--- src/rtl/vita49_trig_gate.sv ---
`default_nettype none
// ============================================================================
// Module   : vita49_trig_gate
// Brief    : Multi-window VITA-49 timestamp trigger with a packet-boundary
//            AXI4-Stream gate (whole packets passed or dropped).
// Revision : 1.0
// ============================================================================
module vita49_trig_gate #(
  parameter int C_AXIS_TDATA_NUM_BYTES = 4,
  parameter int C_NUM_WIN              = 4,
  parameter int C_TSI_WIDTH            = 32,
  parameter int C_TSF_WIDTH            = 64,
  parameter int C_CNT_WIDTH            = 32
) (
  input  logic                                  AXIS_ACLK,
  input  logic                                  AXIS_ARESETN,
  input  logic [8*C_AXIS_TDATA_NUM_BYTES-1:0]   S_AXIS_TDATA,
  input  logic [C_AXIS_TDATA_NUM_BYTES-1:0]     S_AXIS_TSTRB,
  input  logic                                  S_AXIS_TLAST,
  input  logic                                  S_AXIS_TVALID,
  output logic                                  S_AXIS_TREADY,
  output logic [8*C_AXIS_TDATA_NUM_BYTES-1:0]   M_AXIS_TDATA,
  output logic [C_AXIS_TDATA_NUM_BYTES-1:0]     M_AXIS_TSTRB,
  output logic                                  M_AXIS_TLAST,
  output logic                                  M_AXIS_TVALID,
  input  logic                                  M_AXIS_TREADY,
  input  logic [31:0]                           ctrl,
  input  logic [C_TSI_WIDTH-1:0]                tsi_up,
  input  logic [C_TSF_WIDTH-1:0]                tsf_up,
  input  logic [C_TSI_WIDTH-1:0]                tsi,
  input  logic [C_TSF_WIDTH-1:0]                tsf,
  output logic                                  trig,
  output logic [C_NUM_WIN-1:0]                  win_active,
  output logic [31:0]                           status,
  output logic [C_CNT_WIDTH-1:0]                pkt_pass_cnt,
  output logic [C_CNT_WIDTH-1:0]                pkt_drop_cnt
);

  localparam logic [C_CNT_WIDTH-1:0] c_CNT_ONE = C_CNT_WIDTH'(1);

  typedef enum logic [1:0] {
    W_IDLE   = 2'd0,
    W_ARMED  = 2'd1,
    W_ACTIVE = 2'd2,
    W_DONE   = 2'd3
  } win_state_t;

  typedef enum logic [1:0] {
    G_IDLE = 2'd0,
    G_PASS = 2'd1,
    G_DROP = 2'd2
  } gate_state_t;

  logic       w_en, w_clear, w_passthru, w_gate_en;
  logic       w_wr_on, w_wr_off, w_arm, w_disarm;
  logic [3:0] w_win_sel;
  logic       w_rst_any;
  logic       w_unused;

  assign w_en       = ctrl[0];
  assign w_clear    = ctrl[1];
  assign w_passthru = ctrl[2];
  assign w_gate_en  = ctrl[3];
  assign w_wr_on    = ctrl[4];
  assign w_wr_off   = ctrl[5];
  assign w_arm      = ctrl[6];
  assign w_disarm   = ctrl[7];
  assign w_win_sel  = ctrl[11:8];
  assign w_unused   = ^ctrl[31:12];
  assign w_rst_any  = !AXIS_ARESETN || w_clear;

  // Single registered copy of current time; every window compares against it.
  logic [C_TSI_WIDTH-1:0] r_tsi;
  logic [C_TSF_WIDTH-1:0] r_tsf;

  always_ff @(posedge AXIS_ACLK) begin
    r_tsi <= tsi;
    r_tsf <= tsf;
  end

  function automatic logic f_ts_ge(
    input logic [C_TSI_WIDTH-1:0] a_tsi,
    input logic [C_TSF_WIDTH-1:0] a_tsf,
    input logic [C_TSI_WIDTH-1:0] b_tsi,
    input logic [C_TSF_WIDTH-1:0] b_tsf
  );
    return (a_tsi > b_tsi) || ((a_tsi == b_tsi) && (a_tsf >= b_tsf));
  endfunction

  logic [C_NUM_WIN-1:0] w_active;
  logic [C_NUM_WIN-1:0] w_missed_set;
  logic [C_NUM_WIN-1:0] w_wr_err_set;

  for (genvar i = 0; i < C_NUM_WIN; i++) begin : g_win
    win_state_t             r_state;
    logic [C_TSI_WIDTH-1:0] r_start_tsi, r_stop_tsi;
    logic [C_TSF_WIDTH-1:0] r_start_tsf, r_stop_tsf;
    logic                   w_sel, w_writable, w_hit_start, w_hit_stop;

    assign w_sel       = (w_win_sel == 4'(i));
    assign w_writable  = (r_state == W_IDLE) || (r_state == W_DONE);
    assign w_hit_start = f_ts_ge(r_tsi, r_tsf, r_start_tsi, r_start_tsf);
    assign w_hit_stop  = f_ts_ge(r_tsi, r_tsf, r_stop_tsi, r_stop_tsf);

    always_ff @(posedge AXIS_ACLK) begin
      if (w_rst_any) begin
        r_state     <= W_IDLE;
        r_start_tsi <= '1;
        r_start_tsf <= '1;
        r_stop_tsi  <= '1;
        r_stop_tsf  <= '1;
      end else begin
        if (w_sel && w_wr_on && w_writable) begin
          r_start_tsi <= tsi_up;
          r_start_tsf <= tsf_up;
        end
        if (w_sel && w_wr_off && w_writable) begin
          r_stop_tsi <= tsi_up;
          r_stop_tsf <= tsf_up;
        end
        if (w_en) begin
          if (w_sel && w_disarm) begin
            r_state <= W_IDLE;
          end else if (w_sel && w_arm && w_writable) begin
            r_state <= W_ARMED;
          end else begin
            // Stop wins over start so a stale window never produces a pulse.
            case (r_state)
              W_ARMED: begin
                if (w_hit_stop)       r_state <= W_DONE;
                else if (w_hit_start) r_state <= W_ACTIVE;
              end
              W_ACTIVE: begin
                if (w_hit_stop) r_state <= W_DONE;
              end
              default: ;
            endcase
          end
        end
      end
    end

    assign w_active[i]     = (r_state == W_ACTIVE);
    assign w_missed_set[i] = w_en && !(w_sel && w_disarm) &&
                             (r_state == W_ARMED) && w_hit_stop;
    assign w_wr_err_set[i] = w_sel && (w_wr_on || w_wr_off) && !w_writable;
  end

  logic r_trig, r_missed, r_wr_err;

  always_ff @(posedge AXIS_ACLK) begin
    if (w_rst_any) begin
      r_trig   <= 1'b0;
      r_missed <= 1'b0;
      r_wr_err <= 1'b0;
    end else begin
      r_trig <= w_passthru || (|w_active);
      if (|w_missed_set) r_missed <= 1'b1;
      if (|w_wr_err_set) r_wr_err <= 1'b1;
    end
  end

  gate_state_t            r_gstate;
  logic [C_CNT_WIDTH-1:0] r_pass_cnt, r_drop_cnt;
  logic                   w_decision, w_pass_beat, w_m_tvalid, w_s_tready, w_hs;

  assign w_decision = r_trig || w_passthru;

  // The head beat is decided in G_IDLE itself so a packet never waits a cycle.
  always_comb begin
    w_pass_beat = 1'b0;
    case (r_gstate)
      G_PASS:  w_pass_beat = 1'b1;
      G_DROP:  w_pass_beat = 1'b0;
      default: w_pass_beat = w_decision;
    endcase
    if (!w_gate_en) w_pass_beat = 1'b1;
  end

  always_comb begin
    w_m_tvalid = 1'b0;
    w_s_tready = 1'b0;
    if (AXIS_ARESETN) begin
      if (w_pass_beat) begin
        w_m_tvalid = S_AXIS_TVALID;
        w_s_tready = M_AXIS_TREADY;
      end else begin
        w_m_tvalid = 1'b0;
        w_s_tready = 1'b1;
      end
    end
  end

  assign w_hs = S_AXIS_TVALID && w_s_tready;

  always_ff @(posedge AXIS_ACLK) begin
    if (w_rst_any) begin
      r_gstate   <= G_IDLE;
      r_pass_cnt <= '0;
      r_drop_cnt <= '0;
    end else if (w_hs) begin
      if (S_AXIS_TLAST) begin
        r_gstate <= G_IDLE;
        if (w_pass_beat) r_pass_cnt <= r_pass_cnt + c_CNT_ONE;
        else             r_drop_cnt <= r_drop_cnt + c_CNT_ONE;
      end else if (r_gstate == G_IDLE) begin
        r_gstate <= w_pass_beat ? G_PASS : G_DROP;
      end
    end
  end

  assign S_AXIS_TREADY = w_s_tready;
  assign M_AXIS_TVALID = w_m_tvalid;
  assign M_AXIS_TDATA  = S_AXIS_TDATA;
  assign M_AXIS_TSTRB  = S_AXIS_TSTRB;
  assign M_AXIS_TLAST  = S_AXIS_TLAST;

  assign trig         = r_trig;
  assign win_active   = w_active;
  assign pkt_pass_cnt = r_pass_cnt;
  assign pkt_drop_cnt = r_drop_cnt;
  assign status       = {16'd0, 6'd0, r_gstate, 4'd0,
                         r_wr_err, r_missed, (r_gstate != G_IDLE), r_trig};

endmodule
`default_nettype wire

--- config.mk ---
export PLATFORM = sky130hd
export DESIGN_NAME = vita49_trig_gate
export DESIGN_NICKNAME = d
export VERILOG_FILES = /design/src/rtl/vita49_trig_gate.sv
export SDC_FILE = /design/constraint.sdc
export NUM_CORES = 2
export LEC_CHECK = 0
export ABC_AREA = 0
export CORE_UTILIZATION = 35
export CTS_BUF_LIST = sky130_fd_sc_hd__clkbuf_16
export DETAILED_ROUTE_END_ITERATION = 8
export MAX_ROUTING_LAYER = met4
export PLACE_DENSITY_LB_ADDON = 0.08
export SKIP_LAST_GASP = 1
export SYNTH_ARGS = -nofsm -noshare
export SYNTH_HDL_FRONTEND = slang
export SYNTH_SLANG_ARGS = --single-unit
--- constraint.sdc ---
create_clock -name AXIS_ACLK -period 3.1 [get_ports AXIS_ACLK]
set_clock_uncertainty 0.05 [all_clocks]
set_input_delay 0.93 -clock AXIS_ACLK [delete_from_list [all_inputs] [get_ports AXIS_ACLK]]
set_output_delay 0.93 -clock AXIS_ACLK [all_outputs]
set_load 0.1 [all_outputs]
**Word-level counts from Yosys, hierarchy flattened**

Index checks and enable logic that the tools add are counted.

- Flip-flop bits (word level): 941
- Input bits: 265
- Output and inout bits: 140
- Word-level logic and storage cells: 217

- Add/subtract/negate cells: 2
- Order comparisons: 16
- Eq/ne operators: 33
- Multiplexer cells: 33
- Bitwise operators: 1
- Reductions and logical operators: 104

Operator list:

| kind | number |
|---|---|
| $ge A64 B64 Y1 | 8 |
| $eq A32 B32 Y1 | 8 |
| $gt A32 B32 Y1 | 8 |
| $add A32 B1 Y32 const B | 2 |
| $logic_and A1 B1 Y1 | 57 |
| $mux W2 | 23 |
| $ne A5 B5 Y1 const B | 4 |
| $eq A2 B2 Y1 const B | 9 |
| $logic_or A1 B1 Y1 | 16 |
| $ne A4 B1 Y1 const B | 4 |
| $pmux W2 S2 | 4 |
| $reduce_and A4 Y1 | 4 |
| $reduce_bool A4 Y1 | 4 |
| $reduce_or A4 Y1 | 3 |
| $eq A2 B1 Y1 const B | 5 |
| $logic_not A2 Y1 | 5 |
| $logic_not A1 Y1 | 9 |
| $eq A4 B2 Y1 const B | 2 |
| $reduce_and A3 Y1 | 2 |
| $mux W1 | 5 |
| $eq A4 B1 Y1 const B | 1 |
| $logic_not A4 Y1 | 1 |
| $reduce_bool A2 Y1 | 2 |
| $pmux W1 S2 | 1 |
| 2 further kinds | 2 |

**Longest topological paths before layout**

- Word-level depth: 8
- Depth in mapped cells: 13
- Mapped depth without buffers: 11

**Worst setup path after synthesis**

Ideal clock, no wire load.

- Path type: flip-flop to flip-flop
- From: reg r_gstate[1]
- To: reg r_pass_cnt[27], in the netlist pkt_pass_cnt[27]
- Library setup time: 0.071 ns
- Arrival time: 3.458 ns
- Required time: 2.979 ns
- Setup slack: -0.479 ns
- Stages on the path, launching flop included: 13
- Path buffers: 2
- Clock period less this slack: 3.579 ns
- Path through: dfxtp_1 inv_1 ha_1 nor2b_4 o21a_1 and4b_1 buf_4 nand4_4 or3_1 clkbuf_2 or2_1 or3_1 a21oi_1

- Longest elaborated chain between the ends: 7
- Elaborated cells on any way between the ends: 8
- Classes of those cells: eq/ne (2); mux (4); reduce/logical (2)

RTL lines:

| what | RTL line | RTL |
|---|---|---|
| from (decl) | 163 | `gate_state_t r_gstate;` |
| from (signal assigned) | 207 | `r_gstate <= w_pass_beat ? G_PASS : G_DROP;` |
| $eq A2 B2 Y1 or $eq A2 B1 Y1 (tied branches) | 172 | `case (r_gstate)` |
| $pmux W1 S2 (*) | 172 |  |
| $mux W1 (*) | 177 | `if (!w_gate_en) w_pass_beat = 1'b1;` |
| $mux W1 | 184 | `if (w_pass_beat) begin` |
| $mux W1 | 183 | `if (AXIS_ARESETN) begin` |
| $logic_and A1 B1 Y1 | 194 | `assign w_hs = S_AXIS_TVALID && w_s_tready;` |
| $reduce_and A3 Y1 (no source line) (*) | - |  |
| to (signal assigned) | 204 | `if (w_pass_beat) r_pass_cnt <= r_pass_cnt + c_CNT_ONE;` |
| to (decl) | 164 | `logic [C_CNT_WIDTH-1:0] r_pass_cnt, r_drop_cnt;` |

Every way passes the cells marked *; elsewhere a longest branch is shown, timed or not.
A chain may end at the register's enable or synchronous reset.

**Worst setup path in the final report**

- From: reg r_gstate[1]
- To: out M_AXIS_TVALID

- Longest elaborated chain between the ends: 5
- Elaborated cells on any way between the ends: 6
- Classes of those cells: eq/ne (2); mux (4)

RTL lines:

| what | RTL line | RTL |
|---|---|---|
| $eq A2 B2 Y1 or $eq A2 B1 Y1 (tied branches) | 172 |  |
| $pmux W1 S2 (*) | 172 |  |
| $mux W1 (*) | 177 |  |
| $mux W1 (*) | 184 |  |
| $mux W1 (*) | 183 |  |
| to (decl) | 25 | `output logic M_AXIS_TVALID,` |

Marked as above.

==> reports/metrics.yaml <==
status: "finished, violations left"
violations: "setup timing"
layout_min_cycle_time_ns: 3.15
io_pins: 405
hold_depth: 2
place_hpwl_um: 122000
synth_cells: 6002
vias: 42500
clk-insertion-delay-late_ns: 0.74
gr-total-overflow: 0
hold_viol_final: 0
yosysWarnings: 0
cts_tree: "built"
numPlacedInstances: 8177
min_path_type: "reg2reg"
hp-start: "g_win[3].r_stop_tsf[0]"
cts_hold_buf: 0
r2r_cells: 14
ys.flop_type: "dfxtp_1"
grt_first_pass_wirelength_um: 247000
port_buffers: 286
drc: 0
drive_gt1_share_pct: 12.1
cts-root-buf: "clkbuf_16"
syn_area_sq_mm: 0.0511
cp.arrival_ns: 2.17
cp-start-kind: "flip-flop"
total_power_mw: 27.9
path_class: "reg2out"
drv_slew: 0
wl_per_cell_um: 19.3
synth-seq-area-share_pct: 36.8
die_width_um: 384
drv_cap: 0
grt_pass1_vias: 40600
ant_nets: 0
worstPathRequired_ns: 2.12
gp_congestion: 0.861
cts_max_path_buffers: 3
fmax_mhz: 317
fin_cells: 8399
totalWireLength_um: 162000
antenna_found_initial: 3
p_per_area_mw_per_mm2: 446
rsz0062_at_grt: "true"
fin_crit_sh_pct: 102
tns_ns: -0.0582
fin_nets: 7447
syn_avg_cell_area_sq_um: 8.52
power_leakage_nw: 31.8
area_growth_pct: 22.4
max-slew-margin-rel_pct: 40.5
drtIter0Drc: 2163
finalSetupViolCount: 2
synthArstFlopShare_pct: 0
ir_worst_vdd_v: 0.000419
first_pass_iters: 5
ys_ff_latch: 941
htree_num_levels: 3
cts_made_buffers: 117
grt_max_degree: 71
timing.rr.start: "r_tsi[12]"
core_area_sq_mm: 0.144
die_h_um: 384
rows: 139
dieArea_sq_mm: 0.148
ys_types: 75
start_util_pct: 35.4
clk_pin_slew_ns: 0.06
synth_edf_count: 0
cp-end-kind: "primary output"
min_to: "g_win[3].r_stop_tsf[0]"
reg2reg_to: "g_win[0].r_state[0]"
grt.total_usage_pct: 22.2
cts_sinks: 941
worst_slew_pin_slew_ns: 0.884
path_max_fanout: 4
regToRegSetupSlack_ns: 0.08
viasPerCell: 5.06
setup_ws_ns: -0.0525
==> metal layers <==
layer | global-route usage [%] | part of all wire, % | vias to the layer above
met4 | 4.89 | 2.0 | 0
li1 | - | - | 21600
met5 | - | 0 | -
met1 | 29.7 | 48 | 20000
met3 | 2.78 | 3.6 | 181
met2 | 35.7 | 46 | 696
==> cells in the mapped netlist (123+ instances only) <==
cell | n | area (sq um)
o21ai_0 | 154 | 771
nor2_1 | 153 | 574
buf_4 | 161 | 1210
o211ai_1 | 764 | 5740
nand2_1 | 980 | 3680
clkbuf_1 | 252 | 946
nand4_1 | 123 | 769
inv_1 | 783 | 2940
ha_1 | 780 | 9760
dfxtp_1 | 941 | 18800
a21oi_1 | 266 | 1330
a21o_1 | 125 | 938
==> final cells by class <==
type                            instances  area, sq um
Fill cell                           14300        81800
Multi-Input combinational cell       3869        28000
Sequential cell                       941        18900
Timing Repair Buffer                  690         6830
Clock buffer                          120         3000
Inverter                              783         2940
Tap cell                             1903         2380
Clock inverter                         92          602
Antenna cell                            1         2.50
==> placed cells by master, fill, tap and decap left out, types with 17 or more instances in the layout <==
master / instances
nor3_1: 31
clkdlybuf4s50_1: 207
a211oi_1: 28
xor2_1: 34
nand3_1: 81
buf_4: 389
nand4_1: 123
a21o_1: 125
a21oi_1: 258
dfxtp_1: 914
ha_1: 768
clkbuf_16: 120
inv_1: 803
dfxtp_2: 23
nand2_1: 978
clkinv_2: 18
clkinv_1: 36
and4_1: 28
o211ai_1: 764
o21ai_0: 143
nor2_1: 150
a221oi_1: 17
buf_12: 89
and3_1: 18
conb_1: 26
nor2b_1: 25
==> sequential cells by signal, summed over array words and instances (netlist names) <==
register,count
pkt_drop_cnt,32
r_missed,1
r_tsf,64
g_win.r_state,8
g_win.r_start_tsf,256
r_tsi,32
g_win.r_stop_tsf,256
pkt_pass_cnt,32
g_win.r_stop_tsi,128
r_wr_err,1
g_win.r_start_tsi,128
r_gstate,2
trig,1
==> worst max-delay path, stage by stage (launching register included) <==
cell,delay [ns]
dfxtp_4,0.36
inv_4,0.04
ha_4,0.27
nor2b_4,0.14
o21a_1,0.18
and2b_2,0.26
buf_12,0.17
==> worst max-delay path by stage <==
stage	from	endpoint	slack, ns	cells after the start
4_1_cts	r_gstate[1]	M_AXIS_TVALID	-0.11	6
3_5_place_dp	r_tsf[59]	g_win[0].r_state[0]	-0.80	14
2_1_floorplan	r_gstate[1]	pkt_pass_cnt[27]	0.04	12
3_3_place_gp	r_tsf[59]	g_win[0].r_state[0]	-0.81	14
6_report	r_gstate[1]	M_AXIS_TVALID	-0.05	6
5_1_grt	r_gstate[1]	M_AXIS_TVALID	-0.15	6
==> repair_timing <==
item	CTS	global route
resized for setup	84	85
pin swaps	25	54
setup buffers	5	7
gates cloned	0	0
endpoints found under the hold margin	0	0
endpoints found under the setup margin	11	11
==> per-stage QoR <==
step                      cell area [sq um]  utilization [%]  hold slack, ns  setup WS, ns
after floorplan                       51200                -           0.376        0.0444
after global placement                58100             40.3           0.412        -0.810
after detailed placement              58100             40.3           0.418        -0.803
after CTS                             62200             43.1           0.428        -0.108
after global routing                  62600             43.4           0.458        -0.154
final                                 62600             43.4           0.428       -0.0525
==> cells by family after synthesis <==
logic type	after synthesis	share of synthesized area [%]
AO/OA/AOI/OAI	1456	19.5
buffers and inverters	1217	10.2
multiplexers	4	0.0783
adder cells (fa/ha/maj)	780	19.1
XOR/XNOR	44	0.754
other	1	0.00733
AND/OR/NAND/NOR	1559	13.5
flip-flops	941	36.8
==> power breakdown <==
part           internal [mW]  total (mW)  switching, mW
sequential              12.2        12.4          0.119
clock                   7.50        13.1           5.58
combinational          0.960        2.50           1.54
total                   20.7        27.9           7.23
Power figures use the tool's default switching activity.
